$ cat config.mk
export PLATFORM = sky130hd
export DESIGN_NAME = tcdm_bank_scrub_ctrl
export DESIGN_NICKNAME = d
export VERILOG_FILES = /design/src/rtl/tcdm_bank_scrub_ctrl.sv
export SDC_FILE = /design/constraint.sdc
export NUM_CORES = 1
export LEC_CHECK = 0
export BUFFER_PORTS_ARGS = -buffer_cell sky130_fd_sc_hd__buf_4
export CAP_MARGIN = 30
export CORE_MARGIN = 1
export CORE_UTILIZATION = 50
export CTS_BUF_LIST = sky130_fd_sc_hd__clkbuf_4 sky130_fd_sc_hd__clkbuf_8 sky130_fd_sc_hd__clkbuf_16
export CTS_CLUSTER_SIZE = 10
export DETAILED_ROUTE_END_ITERATION = 10
export PLACE_DENSITY = 0.81
export SETUP_SLACK_MARGIN = 0.05
export SYNTH_ARGS = -nofsm -noshare
export SYNTH_HDL_FRONTEND = slang
export SYNTH_SLANG_ARGS = --single-unit
$ cat constraint.sdc
create_clock -name clk_i -period 2.3 [get_ports clk_i]
set_input_delay 0.23 -clock clk_i [delete_from_list [all_inputs] [get_ports clk_i]]
set_output_delay 0.23 -clock clk_i [all_outputs]
set_load 0.005 [all_outputs]
$ cat src/rtl/tcdm_bank_scrub_ctrl.sv
// ----------------------------------------------------------------------------
// tcdm_bank_scrub_ctrl
//
// Per-bank front-end sitting directly upstream of one ECC-protected TCDM SRAM
// bank. It owns the bank port and multiplexes three sources onto it, one per
// cycle, with priority INIT > master > scrub:
//   * an init engine that zero-fills the whole bank after reset or init_i,
//   * interconnect (master) traffic, granted in the same cycle,
//   * a background scrubber that reads idle words and writes back the
//     ECC-corrected data when the bank reports a single-bit error.
//
// Ports
//   clk_i, rst_i            clock, synchronous active-high reset
//   init_i                  pulse: restart zero-fill of the whole bank
//   init_done_o             1 = bank initialised, master traffic accepted
//   scrub_en_i              1 = background scrubbing enabled
//   mst_req_i/mst_gnt_o     master request / same-cycle grant
//   mst_wen_i               0 = write, 1 = read
//   mst_add_i, mst_wdata_i, mst_be_i   master address, write data, byte enables
//   mst_rdata_o/mst_rvalid_o           read data, valid one cycle after a read
//   bank_req_o, bank_wen_o, bank_add_o, bank_wdata_o, bank_be_o  bank port
//   bank_rdata_i            corrected read data, one cycle after a read
//   bank_single_err_i       corrected single-bit error on bank_rdata_i
//   bank_multi_err_i        uncorrectable error on bank_rdata_i
//   scrub_corr_cnt_o        saturating count of scrub single-bit errors
//   scrub_uncorr_cnt_o      saturating count of scrub multi-bit errors
// ----------------------------------------------------------------------------
module tcdm_bank_scrub_ctrl #(
    parameter int BANK_SIZE      = 256,
    parameter int SCRUB_INTERVAL = 64,
    parameter int CNT_W          = 16,
    localparam int AW            = $clog2(BANK_SIZE)
) (
    input  logic             clk_i,
    input  logic             rst_i,
    input  logic             init_i,
    output logic             init_done_o,
    input  logic             scrub_en_i,
    input  logic             mst_req_i,
    output logic             mst_gnt_o,
    input  logic             mst_wen_i,
    input  logic [AW-1:0]    mst_add_i,
    input  logic [31:0]      mst_wdata_i,
    input  logic [3:0]       mst_be_i,
    output logic [31:0]      mst_rdata_o,
    output logic             mst_rvalid_o,
    output logic             bank_req_o,
    output logic             bank_wen_o,
    output logic [AW-1:0]    bank_add_o,
    output logic [31:0]      bank_wdata_o,
    output logic [3:0]       bank_be_o,
    input  logic [31:0]      bank_rdata_i,
    input  logic             bank_single_err_i,
    input  logic             bank_multi_err_i,
    output logic [CNT_W-1:0] scrub_corr_cnt_o,
    output logic [CNT_W-1:0] scrub_uncorr_cnt_o
);

    localparam int TW = (SCRUB_INTERVAL > 1) ? $clog2(SCRUB_INTERVAL) : 1;

    localparam logic [TW-1:0]    TMR_LAST  = TW'(SCRUB_INTERVAL - 1);
    localparam logic [AW-1:0]    ADDR_LAST = AW'(BANK_SIZE - 1);
    localparam logic [CNT_W-1:0] CNT_MAX   = '1;

    localparam logic [1:0] ST_INIT      = 2'd0;
    localparam logic [1:0] ST_IDLE      = 2'd1;
    localparam logic [1:0] ST_SCRUB_CHK = 2'd2;
    localparam logic [1:0] ST_SCRUB_WB  = 2'd3;

    // ------------------------------------------------------------------------
    // Helpers
    // ------------------------------------------------------------------------
    function automatic logic [CNT_W-1:0] sat_inc(input logic [CNT_W-1:0] c);
        return (c == CNT_MAX) ? c : c + CNT_W'(1);
    endfunction

    function automatic logic [AW-1:0] addr_inc(input logic [AW-1:0] a);
        return (a == ADDR_LAST) ? '0 : a + AW'(1);
    endfunction

    // ------------------------------------------------------------------------
    // State
    // ------------------------------------------------------------------------
    logic [1:0]       state_q, state_d;
    logic [AW-1:0]    init_addr_q, init_addr_d;
    logic             init_done_q, init_done_d;
    logic [AW-1:0]    scrub_addr_q, scrub_addr_d;
    logic [TW-1:0]    timer_q, timer_d;
    logic [AW-1:0]    wb_addr_q, wb_addr_d;
    logic [31:0]      wb_data_q, wb_data_d;
    logic             rvalid_q, rvalid_d;
    logic [CNT_W-1:0] corr_cnt_q, corr_cnt_d;
    logic [CNT_W-1:0] uncorr_cnt_q, uncorr_cnt_d;

    // Internal (ungated) bank port and grant
    logic             bank_req, bank_wen;
    logic [AW-1:0]    bank_add;
    logic [31:0]      bank_wdata;
    logic [3:0]       bank_be;
    logic             mst_gnt;
    logic             mst_wr;
    logic             scrub_rd, scrub_wr;

    assign mst_gnt  = (state_q != ST_INIT) && mst_req_i;
    assign mst_wr   = mst_gnt && !mst_wen_i;
    assign rvalid_d = mst_gnt && mst_wen_i;

    // ------------------------------------------------------------------------
    // Next-state logic
    // ------------------------------------------------------------------------
    always_comb begin
        state_d      = state_q;
        init_addr_d  = init_addr_q;
        init_done_d  = init_done_q;
        scrub_addr_d = scrub_addr_q;
        timer_d      = timer_q;
        wb_addr_d    = wb_addr_q;
        wb_data_d    = wb_data_q;
        corr_cnt_d   = corr_cnt_q;
        uncorr_cnt_d = uncorr_cnt_q;
        scrub_rd     = 1'b0;
        scrub_wr     = 1'b0;

        case (state_q)
            ST_INIT: begin
                if (init_addr_q == ADDR_LAST) begin
                    state_d     = ST_IDLE;
                    init_done_d = 1'b1;
                end else begin
                    init_addr_d = init_addr_q + AW'(1);
                end
            end

            ST_IDLE: begin
                // Timer only advances while enabled; at its last value it
                // waits for a free bank port instead of wrapping.
                if (scrub_en_i) begin
                    if (timer_q == TMR_LAST) begin
                        if (!mst_req_i) begin
                            scrub_rd = 1'b1;
                            timer_d  = '0;
                            state_d  = ST_SCRUB_CHK;
                        end
                    end else begin
                        timer_d = timer_q + TW'(1);
                    end
                end
            end

            ST_SCRUB_CHK: begin
                scrub_addr_d = addr_inc(scrub_addr_q);
                state_d      = ST_IDLE;
                if (bank_multi_err_i) begin
                    uncorr_cnt_d = sat_inc(uncorr_cnt_q);
                end else if (bank_single_err_i) begin
                    corr_cnt_d = sat_inc(corr_cnt_q);
                    wb_addr_d  = scrub_addr_q;
                    wb_data_d  = bank_rdata_i;
                    // A master write landing on the same word in this very
                    // cycle already makes the corrected copy stale.
                    if (!(mst_wr && (mst_add_i == scrub_addr_q))) begin
                        state_d = ST_SCRUB_WB;
                    end
                end
            end

            ST_SCRUB_WB: begin
                if (!mst_req_i) begin
                    scrub_wr = 1'b1;
                    state_d  = ST_IDLE;
                end else if (mst_wr && (mst_add_i == wb_addr_q)) begin
                    // Master overwrote the word: the latched copy is stale.
                    state_d = ST_IDLE;
                end
            end

            default: state_d = ST_INIT;
        endcase

        // init_i overrides everything except the error counters.
        if (init_i) begin
            state_d      = ST_INIT;
            init_addr_d  = '0;
            init_done_d  = 1'b0;
            scrub_addr_d = '0;
            timer_d      = '0;
        end
    end

    // ------------------------------------------------------------------------
    // Bank port multiplexer: INIT > master > scrub
    // ------------------------------------------------------------------------
    always_comb begin
        bank_req   = 1'b0;
        bank_wen   = 1'b0;
        bank_add   = '0;
        bank_wdata = '0;
        bank_be    = '0;
        if (state_q == ST_INIT) begin
            bank_req = 1'b1;
            bank_add = init_addr_q;
            bank_be  = 4'hF;
        end else if (mst_req_i) begin
            bank_req   = 1'b1;
            bank_wen   = mst_wen_i;
            bank_add   = mst_add_i;
            bank_wdata = mst_wdata_i;
            bank_be    = mst_be_i;
        end else if (scrub_rd && !init_i) begin
            bank_req = 1'b1;
            bank_wen = 1'b1;
            bank_add = scrub_addr_q;
            bank_be  = 4'hF;
        end else if (scrub_wr && !init_i) begin
            bank_req   = 1'b1;
            bank_add   = wb_addr_q;
            bank_wdata = wb_data_q;
            bank_be    = 4'hF;
        end
    end

    // ------------------------------------------------------------------------
    // Registers
    // ------------------------------------------------------------------------
    always_ff @(posedge clk_i) begin
        if (rst_i) begin
            state_q      <= ST_INIT;
            init_addr_q  <= '0;
            init_done_q  <= 1'b0;
            scrub_addr_q <= '0;
            timer_q      <= '0;
            rvalid_q     <= 1'b0;
            corr_cnt_q   <= '0;
            uncorr_cnt_q <= '0;
        end else begin
            state_q      <= state_d;
            init_addr_q  <= init_addr_d;
            init_done_q  <= init_done_d;
            scrub_addr_q <= scrub_addr_d;
            timer_q      <= timer_d;
            rvalid_q     <= rvalid_d;
            corr_cnt_q   <= corr_cnt_d;
            uncorr_cnt_q <= uncorr_cnt_d;
        end
    end

    // Writeback payload is only consumed in SCRUB_WB, which is always
    // entered through SCRUB_CHK, so it needs no reset.
    always_ff @(posedge clk_i) begin
        wb_addr_q <= wb_addr_d;
        wb_data_q <= wb_data_d;
    end

    // ------------------------------------------------------------------------
    // Outputs: forced to zero while reset is asserted
    // ------------------------------------------------------------------------
    assign init_done_o        = init_done_q & ~rst_i;
    assign mst_gnt_o          = mst_gnt & ~rst_i;
    assign mst_rvalid_o       = rvalid_q & ~rst_i;
    assign mst_rdata_o        = (rvalid_q && !rst_i) ? bank_rdata_i : 32'h0;
    assign bank_req_o         = bank_req & ~rst_i;
    assign bank_wen_o         = bank_wen & ~rst_i;
    assign bank_add_o         = rst_i ? '0 : bank_add;
    assign bank_wdata_o       = rst_i ? 32'h0 : bank_wdata;
    assign bank_be_o          = rst_i ? 4'h0 : bank_be;
    assign scrub_corr_cnt_o   = rst_i ? '0 : corr_cnt_q;
    assign scrub_uncorr_cnt_o = rst_i ? '0 : uncorr_cnt_q;

endmodule

# ---- After elaboration in Yosys (flattened, before gate mapping)
# Cells that the tools add are included.
dict set report totals {
  out_inout_bits 113
  wordCells 105
  input_bits 84
  ff_bits 98
}
dict set report classes {
  reduce_logical 21
  muxes 43
  n_bitwise 10
  n_addsub 5
  eq_ne 16
}
# cell n
set ops {}
lappend ops {{two-way mux 32 bit} 6}
lappend ops {{two-way mux 8 bit} 6}
lappend ops {{adder 16 x 1 -> 16 bit (second input constant)} 2}
lappend ops {{equality test 16 bit (second input constant)} 2}
lappend ops {{two-way mux 16 bit} 2}
lappend ops {{two-way mux 4 bit} 5}
lappend ops {{two-way mux 2 bit} 9}
lappend ops {{adder 8 x 1 -> 8 bit (second input constant)} 2}
lappend ops {{equality test 8 bit} 2}
lappend ops {{equality test 8 bit (second input constant)} 2}
lappend ops {{two-way mux 1 bit} 12}
lappend ops {{two-way mux 6 bit} 2}
lappend ops {{inequality test 2 bit (second input constant)} 5}
lappend ops {{AND reduction 3 bit} 3}
lappend ops {{logical AND 1 bit} 8}
lappend ops {{one-hot mux 2 bit (4 select lines)} 1}
lappend ops {{adder 6 x 1 -> 6 bit (second input constant)} 1}
lappend ops {{equality test 6 bit (second input constant)} 1}
lappend ops {{AND 1 bit} 5}
lappend ops {{inverter 1 bit} 5}
lappend ops {{AND reduction 5 bit} 1}
lappend ops {{equality test 2 bit (second input constant)} 2}
lappend ops {{AND reduction 2 bit} 2}
lappend ops {{AND reduction 4 bit} 1}
lappend ops {{6 further kinds} 8}

# ---- Depth between registers and ports, before layout
# Gate-level depths: netlist (run 1).
dict set report logic_depth {
  ltp_word 9
  mapped_depth 9
  mapped_depth_nobuf 7
}

# ---- Worst setup path before layout (run 1)
# OpenSTA, ideal clock, no wires.
dict set report synth_timing {
  kind {flip-flop to flip-flop}
  start {reg state_q[0]}
  end {reg corr_cnt_q[13]}
  synth_period_minus_slack_ns 2.115
  stages_incl_launch_ff 9
  t_required_ns 2.177
  setup_ns 0.123
  arrival_ns 1.992
  n_path_buf 1
  setup_slack_ns 0.185
  cell_sequence {dfxtp_1 > inv_1 > ha_1 > and3b_1 > buf_4 > nand4_1 > a211oi_2 > nand3_1 > mux2_1}
}
dict set report synth_between {
  elab_chain_len 2
}
# item line_no
set synth_lines {}
lappend synth_lines {{start, declared} 84} ;# logic [1:0] state_q, state_d;
lappend synth_lines {{start signal, assigned} 236} ;# state_q <= state_d;
lappend synth_lines {{equality test 2 bit} 124} ;# case (state_q)
lappend synth_lines {{AND reduction 4 bit (no source line)} -}
lappend synth_lines {{end signal, assigned} 242} ;# corr_cnt_q <= corr_cnt_d;
lappend synth_lines {{end, declared} 92} ;# logic [CNT_W-1:0] corr_cnt_q, corr_cnt_d;
# No other way between the ends.
# A chain may end at the register's enable or synchronous reset.

# ---- Worst setup path after layout (run 1)
dict set report layout_timing {
  start {reg timer_q[1]}
  end {out bank_wdata_o[11]}
}
dict set report layout_between {
  elab_chain_len 9
}
# item line_no
set layout_lines {}
lappend layout_lines {{start, declared} 88} ;# logic [TW-1:0] timer_q, timer_d;
lappend layout_lines {{start signal, assigned} 240} ;# timer_q <= timer_d;
lappend layout_lines {{equality test 6 bit} 138} ;# if (timer_q == TMR_LAST) begin
lappend layout_lines {{two-way mux 1 bit} 138}
lappend layout_lines {{two-way mux 1 bit} 137} ;# if (scrub_en_i) begin
lappend layout_lines {{two-way mux 1 bit} 124}
lappend layout_lines {{logical AND 1 bit} 209} ;# end else if (scrub_rd && !init_i) begin
lappend layout_lines {{two-way mux 32 bit} 209}
lappend layout_lines {{two-way mux 32 bit} 203} ;# end else if (mst_req_i) begin
lappend layout_lines {{two-way mux 32 bit} 199} ;# if (state_q == ST_INIT) begin
lappend layout_lines {{two-way mux 32 bit} 264} ;# assign bank_wdata_o = rst_i ? 32'h0 : bank_wdata;
lappend layout_lines {{end, declared} 50} ;# output logic [31:0] bank_wdata_o,
# No other way between the ends.

==> results of run 1 <==
cells by family (layout without fill, tap and decap cells):
family          Yosys count  count (layout)  synth area share
xor+xnor                 51              51            0.0834
flops                    98              98             0.441
mux                      10              10            0.0201
simple gates            252             253             0.263
buf+inv                  38             250            0.0346
compound gates           97              97             0.137
fa+ha+maj                 9               9            0.0210
other cells               0               1                 0
how the worst max path moves through the flow:
stage | depth (start not counted) | to | start
2_1_floorplan | 8 | corr_cnt_q[13] | state_q[0]
3_3_place_gp | 8 | bank_wdata_o[22] | state_q[1]
3_5_place_dp | 8 | bank_wdata_o[28] | state_q[1]
4_1_cts | 7 | bank_add_o[0] | timer_q[0]
5_1_grt | 9 | bank_wdata_o[30] | timer_q[1]
6_report | 9 | bank_wdata_o[11] | timer_q[1]
placed cells by master, fill, tap and decap left out, types with 8 or more instances in the layout:
cell,synthesis,final
and2_1,35,35
a21oi_2,3,10
edfxtp_1,40,40
nand2_1,27,27
xnor2_1,23,23
nand3_1,21,21
nor2b_1,35,34
xor2_1,28,28
nand4_1,13,13
a21oi_1,16,9
clkbuf_8,0,9
nor2_1,65,63
nor3_1,11,10
a22o_1,31,31
o22ai_1,8,8
dfxtp_1,58,54
and3_1,8,8
buf_4,2,217
sequential cells by signal, indices dropped and copies added, names as in the netlist:
name,flops
wb_data_q,32
corr_cnt_q,16
uncorr_cnt_q,16
init_addr_q,8
scrub_addr_q,8
wb_addr_q,8
timer_q,6
state_q,2
init_done_q,1
rvalid_q,1
per-stage QoR:
| step | setup TNS [ns] | area (sq um) | hold slack, ns | std cells | power [mW] |
|---|---|---|---|---|---|
| floorplan | 0 | 5350 | 0.329 | 555 | 1.90 |
| global placement | -1.61 | 6980 | 0.416 | 873 | 2.04 |
| detailed placement | -6.48 | 6980 | 0.417 | 873 | 2.05 |
| CTS | -0.0646 | 7350 | 0.0272 | 896 | 3.15 |
| global route | -7.50 | 7490 | 0.0243 | 905 | 3.23 |
| finish | -3.20 | 7490 | 0.0412 | 905 | 3.13 |
power by group:
group | total [mW] | switching [mW] | internal (mW) | leakage [nW]
logic | 0.213 | 0.0972 | 0.116 | 2.16
registers | 1.80 | 0.00201 | 1.80 | 0.829
clock network | 1.11 | 0.608 | 0.501 | 0.0954
total | 3.13 | 0.708 | 2.42 | 3.09
per-layer routing:
layer	vias up	routed length [microns]	global-route usage
li1	2419	-	-
met1	2457	6220	0.310
met2	210	8180	0.495
met3	35	958	0.0408
met4	0	427	0.121
met5	-	0	0
area by class of cell:
class / count / area (sq um)
antenna: 1 / 2.50
clock buffer: 9 / 124
clock inverter: 7 / 68.8
fill: 736 / 2880
inverter: 7 / 30.0
multi-input combinational: 420 / 2950
sequential: 98 / 2370
tap: 136 / 170
timing repair buffer: 227 / 1780
what timing repair did:
action / 4_1_cts / 5_1_grt
setup buffers: 6 / 23
cloned: 1 / 2
pin swaps: 1 / 11
endpoints found under the setup margin: 46 / 47
resized for setup: 26 / 16
==> summary.txt, run 1 <==
Synth
  • Unique masters post-synth: 59
  • Synthesized instance count: 555
  • FF+latch count, synth: 98
  • Net Count, Synth: 648
  • Post-Syn Area per Cell: 9.65 sq um
  • Yosys top cell area share: 0.224
  • Most frequent cell after synthesis: nor2_1
  • Mapped cell area: 0.00535 sq mm
  • Synth Flop Type: dfxtp_1
  • YS warnings: 0
  • Top cells by count, synth: 65 x nor2_1, 58 x dfxtp_1, 40 x edfxtp_1
  • Number of synthesized flops with an enable pin: 40
  • Area leader, netlist: edfxtp_1
  • Area contributors post-synth: edfxtp_1 22%, dfxtp_1 22%, a22o_1 5.1%, xor2_1 4.6%, nor2_1 4.6%
  • Register area share after synthesis: 0.441
  • Ys async rst share: 0

Placement
  • Dpl hpwl: 11.1 mm
  • DP Worst Slack: -0.229 ns
  • Input/output buffers: 196
  • Placer Congestion: 0.905

Critical path
  • CP cell instances: ha_4, nand3_4, nor4_4, buf_4, nor2b_4, nor3b_4, buf_6, a22o_1, buf_4
  • FF-to-FF Start: state_q[1]
  • Crit path kind: reg2out
  • Flop2flop setup slack: 0.28 ns
  • Worst Path Required: 2.07 ns
  • Worst-path maximum fanout: 8
  • Critical R2R Capture: state_q[1]
  • CP Data Arrival Time: 2.18 ns
  • Max incr delay on CP: 0.37 ns
  • Slowest-stage cell, CP: dfxtp_2
  • Endpoint class of the critical path: output port
  • Worst r2r path cells: 7
  • Most frequent CP cell: buf_4
  • Startpoint types: flop
  • Crit path max-delay family: simple AND/OR/NAND/NOR gates
  • WP buf/inv: 3

Cells and area
  • NumNets Final: 856
  • Area growth from synthesis to layout: 39.8%
  • Share of layout cells above drive strength 1: 0.376
  • Core Util, Final: 0.722

Routing
  • Iteration-0 DRC Markers: 352
  • WL/cell: 17.4 microns
  • First-pass DRT Iterations: 5
  • Vias/cell: 5.66
  • Post-route ant nets: 0
  • Drt drc: 0
  • Via count: 5121
  • WL final: 15.8 mm

STA
  • Slew of the pin with the lowest slew margin: 0.596 ns
  • Fin crit period: 2.41 ns
  • Fin. Hold Viols: 0
  • Endpoints failing setup: 38
  • Clk_skew: 0.00793 ns
  • Relative slew slack: 0.603
  • F_max: 415 MHz
  • Final setup margin: -0.108 ns
  • RSZ-0062 raised after global routing: yes
  • Final period util: 1.05
  • Max-slew violations: 0

Flow run
  • Max_cap viols: 0

Floorplan
  • Die span in y: 105 microns
  • Rows: 37
  • IO Count: 197
  • Die area: 0.0111 sq mm
  • Starting Density: 0.516
  • Die W: 105 microns
  • Core ar.: 0.0104 sq mm

GRT
  • Total grt overflow: 0
  • Initial antenna violation count: 1
  • First-pass GRT wire length: 23.7 mm
  • GRT Total Usage: 0.271
  • Vias in the first global route: 4707
  • Largest net degree at the start of global routing: 65

Clock network
  • CTS tree: yes
  • Max Buffers Root-to-Sink: 2
  • H-tree depth: 3
  • Worst-Skew Late Latency: 0.36 ns
  • CTS Sinks: 98
  • CTS Buf Count: 9
  • Cts hold-fix bufs: 0
  • CTS Root Cell: clkbuf_8
  • Clock Pin Slew Worst Setup and Hold Paths: 0.10 ns

Run status
  • Failing checks: negative setup slack
  • Status: finished, violations left

Hold path
  • Min-Delay Path Depth: 1
  • Min-Delay Startpoint: bank_rdata_i[20]
  • Hold EP: wb_data_q[20]
  • Tightest Hold Check Type: in2reg

Power and ir drop
  • Leakage power: 3.09 nW
  • VDD IR max: 0.273 mV
  • Power per cell area: 418 mW/mm^2
Note: power is estimated with default switching activity, not from simulation.
==> run 2: changes to the inputs <==
Settings changed: BUFFER_PORTS_ARGS -buffer_cell sky130_fd_sc_hd__buf_4 to -buffer_cell sky130_fd_sc_hd__buf_2.
==> run 2 against run 1 <==
Effect of this change:
- the run still ends with negative setup slack left
- clock skew rose by 0.0088 ns
- via count rose by 0.12%
- hold slack improved by 0.0079 ns
- core utilization fell by 4.0 points
- critical path depth fell by 1
- wire length fell by 1.7%
- combinational power fell by 20%
- sequential power barely moved
- flip-flop and latch count did not move
- final cell count rose by 0.77%
- cell area fell by 5.6%
- sequential share of layout area rose by 1.9 points
- largest cell class unchanged
- highest routed layer unchanged
==> summary.txt, run 2 (synthesis gave the netlist of run 1 again) <==
Power and ir drop
  • Sequential power share: 0.567 (-0.010)
  • Int Pwr: 2.49 mW (+3.0%)
  • Power per cell area: 450 mW/mm^2 (+7.7%)
  • Clock power share: 0.379 (+0.024)
  • Comb pwr share: 0.054 (-0.014)
  • Leakage power: 3.08 nW (-0.44%)
  • Sw frac: 0.216 (-0.00983)
  • Sw power: 688 uW (-2.7%)
  • VDD IR max: 0.335 mV (+23%)

GRT
  • Initial antenna violation count: 2 (+1)
  • Vias in the first global route: 4799 (+2.0%)
  • Largest net degree at the start of global routing: 65 (unchanged)
  • Total grt overflow: 0 (unchanged)
  • First-pass GRT wire length: 23.6 mm (-0.29%)
  • GRT Total Usage: 0.271 (+0.000925)

Clock network
  • CTS Buf Count: 9 (unchanged)
  • Clock Pin Slew Worst Setup and Hold Paths: 0.09 ns (about the same)
  • CTS tree: yes
  • CTS Sinks: 98 (unchanged)
  • Cts hold-fix bufs: 0 (unchanged)
  • Worst-Skew Late Latency: 0.37 ns (about the same)
  • CTS Root Cell: clkbuf_8
  • Max Buffers Root-to-Sink: 2 (unchanged)
  • H-tree depth: 3 (unchanged)

Floorplan
  • IO Count: 197 (unchanged)
  • Starting Density: 0.516 (unchanged)
  • Die W: 105 microns (unchanged)
  • Die span in y: 105 microns (unchanged)
  • Die area: 0.0111 sq mm (unchanged)
  • Rows: 37 (unchanged)
  • Core ar.: 0.0104 sq mm (unchanged)

STA
  • Final setup margin: -0.124 ns (-0.0164 ns)
  • Max-slew violations: 0 (unchanged)
  • Endpoints failing setup: 34 (-11%)
  • Final period util: 1.05 (+0.00714)
  • Relative slew slack: 0.302 (-0.301)
  • Slew of the pin with the lowest slew margin: 1.04 ns (+0.447 ns)
  • Fin. Hold Viols: 0 (unchanged)
  • Fin crit period: 2.42 ns (+0.0164 ns)
  • F_max: 413 MHz (-0.68%)
  • Clk_skew: 0.0167 ns (+0.00880 ns)
  • RSZ-0062 raised after global routing: yes

Run status
  • Status: finished, violations left
  • Failing checks: negative setup slack

Cells and area
  • Share of layout cells above drive strength 1: 0.382 (+0.00613)
  • Most flops, register: wb_data_q
  • Register area: 0.00237 sq mm (+0.11%)
  • Top flop regs: wb_data_q x32, corr_cnt_q x16, uncorr_cnt_q x16
  • Commonest cells after routing, fill and taps aside: 196 x buf_2, 60 x nor2_1, 54 x dfxtp_1, 40 x edfxtp_1, 35 x and2_1
  • Area growth from synthesis to layout: 32.1%
  • Fillcell total: 789 (+7.2%)
  • Commonest non-fill, non-tap cell in the layout: buf_2
  • Area of the multi-input gates: 0.00296 sq mm (+0.42%)
  • Max reg flops: 32 (unchanged)
  • Core Util, Final: 0.682 (-0.0402)
  • NumNets Final: 862 (+0.70%)
  • Design area: 0.00707 sq mm (-5.6%)

Hold path
  • Tightest Hold Check Type: in2reg
  • Min-Delay Path Depth: 1 (unchanged)

Routing
  • Via count: 5127 (+0.12%)
  • Vias/cell: 5.62 (-0.65%)
  • Drt drc: 0 (unchanged)
  • Iteration-0 DRC Markers: 367 (+4.3%)
  • WL final: 15.5 mm (-1.7%)
  • Post-route ant nets: 0 (unchanged)
  • WL/cell: 17.0 microns (-2.4%)
  • First-pass DRT Iterations: 5 (unchanged)

Flow run
  • Max_cap viols: 0 (unchanged)

Placement
  • Input/output buffers: 196 (unchanged)
  • Dpl hpwl: 10.9 mm (-2.6%)
  • DP Worst Slack: -0.220 ns (+0.00862 ns)
  • Placer Congestion: 0.922 (+1.9%)
  • Post-place instance area: 0.00652 sq mm (-6.6%)

Critical path
  • Endpoint class of the critical path: output port
  • Crit path kind: reg2out
  • Worst-path maximum fanout: 5 (-3)
  • Startpoint types: flop
  • CP Data Arrival Time: 2.19 ns (about the same)
  • Worst r2r path cells: 9 (+2)
  • Worst Path Required: 2.07 ns (about the same)
==> run 2: cell count changes in the layout (fill, tap and decap cells not counted), moves of 2 or more <==
cell        delta
buf_6          +2
buf_4        -191
a211oi_2       -3
a21oi_1        -2
a211oi_1       +3
a21oi_2        +2
buf_2        +196
nor2_2         +3
clkinvlp_4     -2
nor2_1         -3
==> run 2: repair_timing <==
action,CTS,global route
endpoints found under the setup margin,46,46
gates cloned,4,1
pin swaps,17,7
endpoints found under the hold margin,0,0
buffers inserted,10,5
resized for setup,39,10
==> run 2: power by group through the flow <==
stage               combinational (mW)  sequential [mW]  clock, mW
floorplan                       0.0530             1.84          0
global placement                 0.160             1.84          0
detailed placement               0.163             1.85          0
CTS                              0.168             1.80       1.21
global route                     0.183             1.80       1.28
finish                           0.170             1.80       1.21
==> run 2: routing by layer <==
metal	track usage	vias up	wire length, microns
met4	0.126	0	485
li1	-	2430	-
met5	0	-	0
met2	0.513	223	8220
met1	0.296	2433	5890
met3	0.0408	41	927
==> run 2: critical path: stages, from the launching register on <==
cell and delay (ns):
dfxtp_4 0.38, ha_4 0.16, nand3_4 0.10, nor4_4 0.36
buf_4 0.22, buf_6 0.14, a21oi_2 0.06, a211oi_1 0.25
buf_2 0.16
==> run 2: final cells by class <==
cell class              instances  area share
well taps                     136      0.0241
diodes                          2    0.000708
flip-flops and latches         98       0.335
clock inverters                 6      0.0115
multi-input cells             420       0.419
repair buffers                233       0.188
clock buffers                  10      0.0186
inverters                       7     0.00372
==> run 2: stage by stage <==
| stage | power, mW | hold slack [ns] | std cells | TNS, ns |
|---|---|---|---|---|
| 2_1_floorplan | 1.90 | 0.329 | 555 | 0 |
| 3_3_place_gp | 2.00 | 0.420 | 877 | -1.31 |
| 3_5_place_dp | 2.01 | 0.421 | 877 | -6.03 |
| 4_1_cts | 3.18 | 0.0383 | 907 | -1.93 |
| 5_1_grt | 3.27 | 0.0367 | 912 | -6.15 |
| 6_report | 3.18 | 0.0491 | 912 | -2.33 |
==> run 2: path summary, 6_finish.rpt <==
path | start | to | slack [ns]
min reg2reg | init_done_q | init_done_q | 0.51
max | timer_q[1] | bank_add_o[5] | -0.12
min | bank_rdata_i[28] | wb_data_q[28] | 0.05
max reg2reg | state_q[0] | corr_cnt_q[10] | 0.19
==> run 3: changes to the inputs <==
Settings changed: ABC_AREA from default to 1, CORE_UTILIZATION 50 to 35, PLACE_DENSITY 0.81 to 0.59, RECOVER_POWER from default to 25.
==> run 3 against run 2 <==
Effect of this change:
- the flow now finishes without violations
- global-route usage is 8.0 points lower
- sequential power hardly changed
- final cell count is 35% higher
- critical endpoint is now bank_add_o[7]
- largest cell class unchanged
- largest power group unchanged
==> summary.txt, run 3 <==
Run status
  • Status: complete, no violations

Cells and area
  • Max reg flops: 32 (unchanged)
  • Core Util, Final: 0.461 (-0.221)
  • Design area: 0.00732 sq mm (+3.5%)
  • Area growth from synthesis to layout: 29.0%
  • Register area: 0.00237 sq mm (-0.11%)
  • Top flop regs: wb_data_q x32, corr_cnt_q x16, uncorr_cnt_q x16
  • Most flops, register: wb_data_q
  • NumNets Final: 1099 (+27%)
  • Commonest non-fill, non-tap cell in the layout: buf_2
  • Area of the multi-input gates: 0.00270 sq mm (-8.9%)
  • Commonest cells after routing, fill and taps aside: 156 x buf_2, 154 x inv_1, 137 x nand2_1, 119 x nor2_1, 54 x dfxtp_1
  • Fillcell total: 1669 (+110%)
  • Share of layout cells above drive strength 1: 0.243 (-0.139)

Power and ir drop
  • Int Pwr: 2.61 mW (+4.6%)
  • Sw power: 779 uW (+13%)
  • Comb pwr share: 0.055 (about the same)
  • Clock power share: 0.412 (+0.033)
  • Power per cell area: 463 mW/mm^2 (+2.8%)
  • Sw frac: 0.230 (+0.0135)
  • Leakage power: 3.40 nW (+10%)
  • VDD IR max: 0.323 mV (-3.5%)
  • Sequential power share: 0.533 (-0.034)

GRT
  • Total grt overflow: 0 (unchanged)
  • Met2 global-route usage: 0.324 (-0.188)
  • GRT Total Usage: 0.191 (-0.0802)
  • Largest net degree at the start of global routing: 34 (-48%)
  • Vias in the first global route: 5027 (+4.8%)
  • Met3 Usage GRT: 0.0268 (-0.0140)
  • GRT busiest layer: met2
  • Met1 Use GR: 0.233 (-0.0625)
  • First-pass GRT wire length: 24.4 mm (+3.5%)
  • Initial antenna violation count: 1 (-1)

STA
  • Relative slew slack: 0.559 (+0.257)
  • RSZ-0062 raised after global routing: yes
  • Fin. Hold Viols: 0 (unchanged)
  • Fin crit period: 2.19 ns (-0.235 ns)
  • Max-slew violations: 0 (unchanged)
  • Endpoints failing setup: 0 (-100%)
  • Sum Neg Setup Slack: 0 ns (+2.33 ns)
  • F_max: 457 MHz (+11%)
  • Clk_skew: 0.00693 ns (-0.00980 ns)
  • Slew of the pin with the lowest slew margin: 0.662 ns (-0.381 ns)
  • Final setup margin: 0.111 ns (+0.235 ns)
  • Min Hold Slack: 0.0656 ns (+0.0165 ns)
  • Final period util: 0.952 (-0.102)

Routing
  • Via count: 5733 (+12%)
  • Drt drc: 0 (unchanged)
  • Vias/cell: 4.67 (-17%)
  • First-pass DRT Iterations: 4 (-1)
  • WL/cell: 13.2 microns (-22%)
  • Iteration-0 DRC Markers: 289 (-21%)
  • WL final: 16.2 mm (+4.6%)
  • Post-route ant nets: 0 (unchanged)

Clock network
  • Max Buffers Root-to-Sink: 2 (unchanged)
  • Clock Pin Slew Worst Setup and Hold Paths: 0.07 ns (-0.02 ns)
  • CTS Root Cell: clkbuf_16
  • CTS tree: yes
  • Cts hold-fix bufs: 0 (unchanged)
  • CTS Sinks: 98 (unchanged)
  • H-tree depth: 3 (unchanged)
  • Worst-Skew Late Latency: 0.35 ns (-0.02 ns)
  • CTS Buf Count: 9 (unchanged)

Critical path
  • Crit path kind: reg2out
  • Worst Path Required: 2.07 ns (about the same)
  • CP Data Arrival Time: 1.96 ns (-0.23 ns)
  • Crit path launch: state_q[0]
  • Worst-path maximum fanout: 8 (+3)
  • Startpoint types: flop
  • Endpoint class of the critical path: output port
  • FF-to-FF Start: state_q[0]
  • Worst r2r path cells: 9 (unchanged)

Synth
  • Most frequent cell after synthesis: inv_1
  • Ys async rst share: 0 (unchanged)
  • Top cells by count, synth: 155 x inv_1, 140 x nand2_1, 124 x nor2_1
  • Synth Flop Type: dfxtp_1
  • Net Count, Synth: 897 (+38%)
  • Yosys top cell area share: 0.212 (-0.0127)
  • YS warnings: 0 (unchanged)
  • Post-Syn Area per Cell: 7.06 sq um (-27%)
  • Unique masters post-synth: 39 (-34%)
  • Area leader, netlist: edfxtp_1
  • FF+latch count, synth: 98 (unchanged)
  • Number of synthesized flops with an enable pin: 40 (unchanged)
  • Mapped cell area: 0.00568 sq mm (+6.0%)
  • Area contributors post-synth: edfxtp_1 21%, dfxtp_1 20%, inv_1 10%, nand2_1 9.3%, nor2_1 8.2%
  • Synthesized instance count: 804 (+45%)
  • Register area share after synthesis: 0.416 (-0.0250)

Floorplan
  • Die area: 0.0167 sq mm (+50%)
  • Die W: 129 microns (+23%)
  • Core ar.: 0.0159 sq mm (+53%)
  • IO Count: 197 (unchanged)
  • Die span in y: 129 microns (+23%)
  • Starting Density: 0.357 (-0.159)
  • Rows: 46 (+24%)

Placement
  • DP Worst Slack: 0.250 ns (+0.470 ns)
  • Placer Congestion: 0.885 (-4.0%)
  • Post-place instance area: 0.00695 sq mm (+6.5%)
  • Dpl hpwl: 12.5 mm (+15%)
  • Input/output buffers: 196 (unchanged)

Hold path
  • Tightest Hold Check Type: in2reg
  • Min-Delay Path Depth: 1 (unchanged)
  • Min-Delay Startpoint: bank_rdata_i[29]

Flow run
  • Max_cap viols: 0 (unchanged)
-- run 3: path summary, 6_finish.rpt --
check / slack [ns] / end
worst max register to register: 0.32 / state_q[1]
worst max-delay path: 0.11 / bank_add_o[7]
worst min register to register: 0.46 / init_done_q
worst min-delay path: 0.07 / wb_data_q[29]
-- run 3: cell families (layout without fill, tap and decap cells) --
group,count (synthesis),after routing,share of synthesized area
simple gates,361,361,0.276
other cells,0,1,0
flops,98,98,0.416
buf+inv,185,392,0.128
fa+ha+maj,9,9,0.0198
xor+xnor,21,21,0.0324
compound gates,130,130,0.127
-- run 3: worst max-delay path: stages (launching register included) --
cell and delay (ns):
dfxtp_2 0.34, inv_1 0.14, ha_4 0.17, inv_2 0.07, nand2_4 0.11, inv_1 0.12
a211oi_2 0.24, o21ai_0 0.12, a31oi_1 0.18, buf_2 0.15
-- run 3: layout make-up --
cell class / instances / area share
diodes: 1 / 0.000342
clock buffers: 9 / 0.0308
clock inverters: 7 / 0.00632
inverters: 159 / 0.0815
multi-input cells: 521 / 0.368
flip-flops and latches: 98 / 0.323
well taps: 216 / 0.0369
repair buffers: 217 / 0.152
-- run 3: repair_timing --
| item | 4_1_cts | 5_1_grt |
|---|---|---|
| gates cloned | 1 | 0 |
| pin swaps | 2 | 5 |
| setup buffers | 3 | 2 |
| resized for setup | 17 | 16 |
| endpoints found under the setup margin | 36 | 44 |
-- run 3: routing by layer --
metal / vias to the layer above / share of wire
met4: 0 / 0.035
met1: 2562 / 0.45
met3: 29 / 0.051
li1: 2951 / -
met5: - / 0
met2: 191 / 0.47
-- run 3: power by group through the flow --
| stage | logic [mW] | clock network, mW | registers, mW |
|---|---|---|---|
| after global routing | 0.210 | 1.51 | 1.80 |
| after detailed placement | 0.189 | 0 | 1.84 |
| final | 0.187 | 1.39 | 1.81 |
| after floorplan | 0.0677 | 0 | 1.84 |
| after CTS | 0.191 | 1.44 | 1.81 |
| after global placement | 0.189 | 0 | 1.84 |
-- run 3: stage by stage --
step                      power (mW)  cells
after floorplan                 1.91    804
after global placement          2.03   1205
after detailed placement        2.03   1205
after CTS                       3.43   1225
after global routing            3.53   1228
final                           3.39   1228
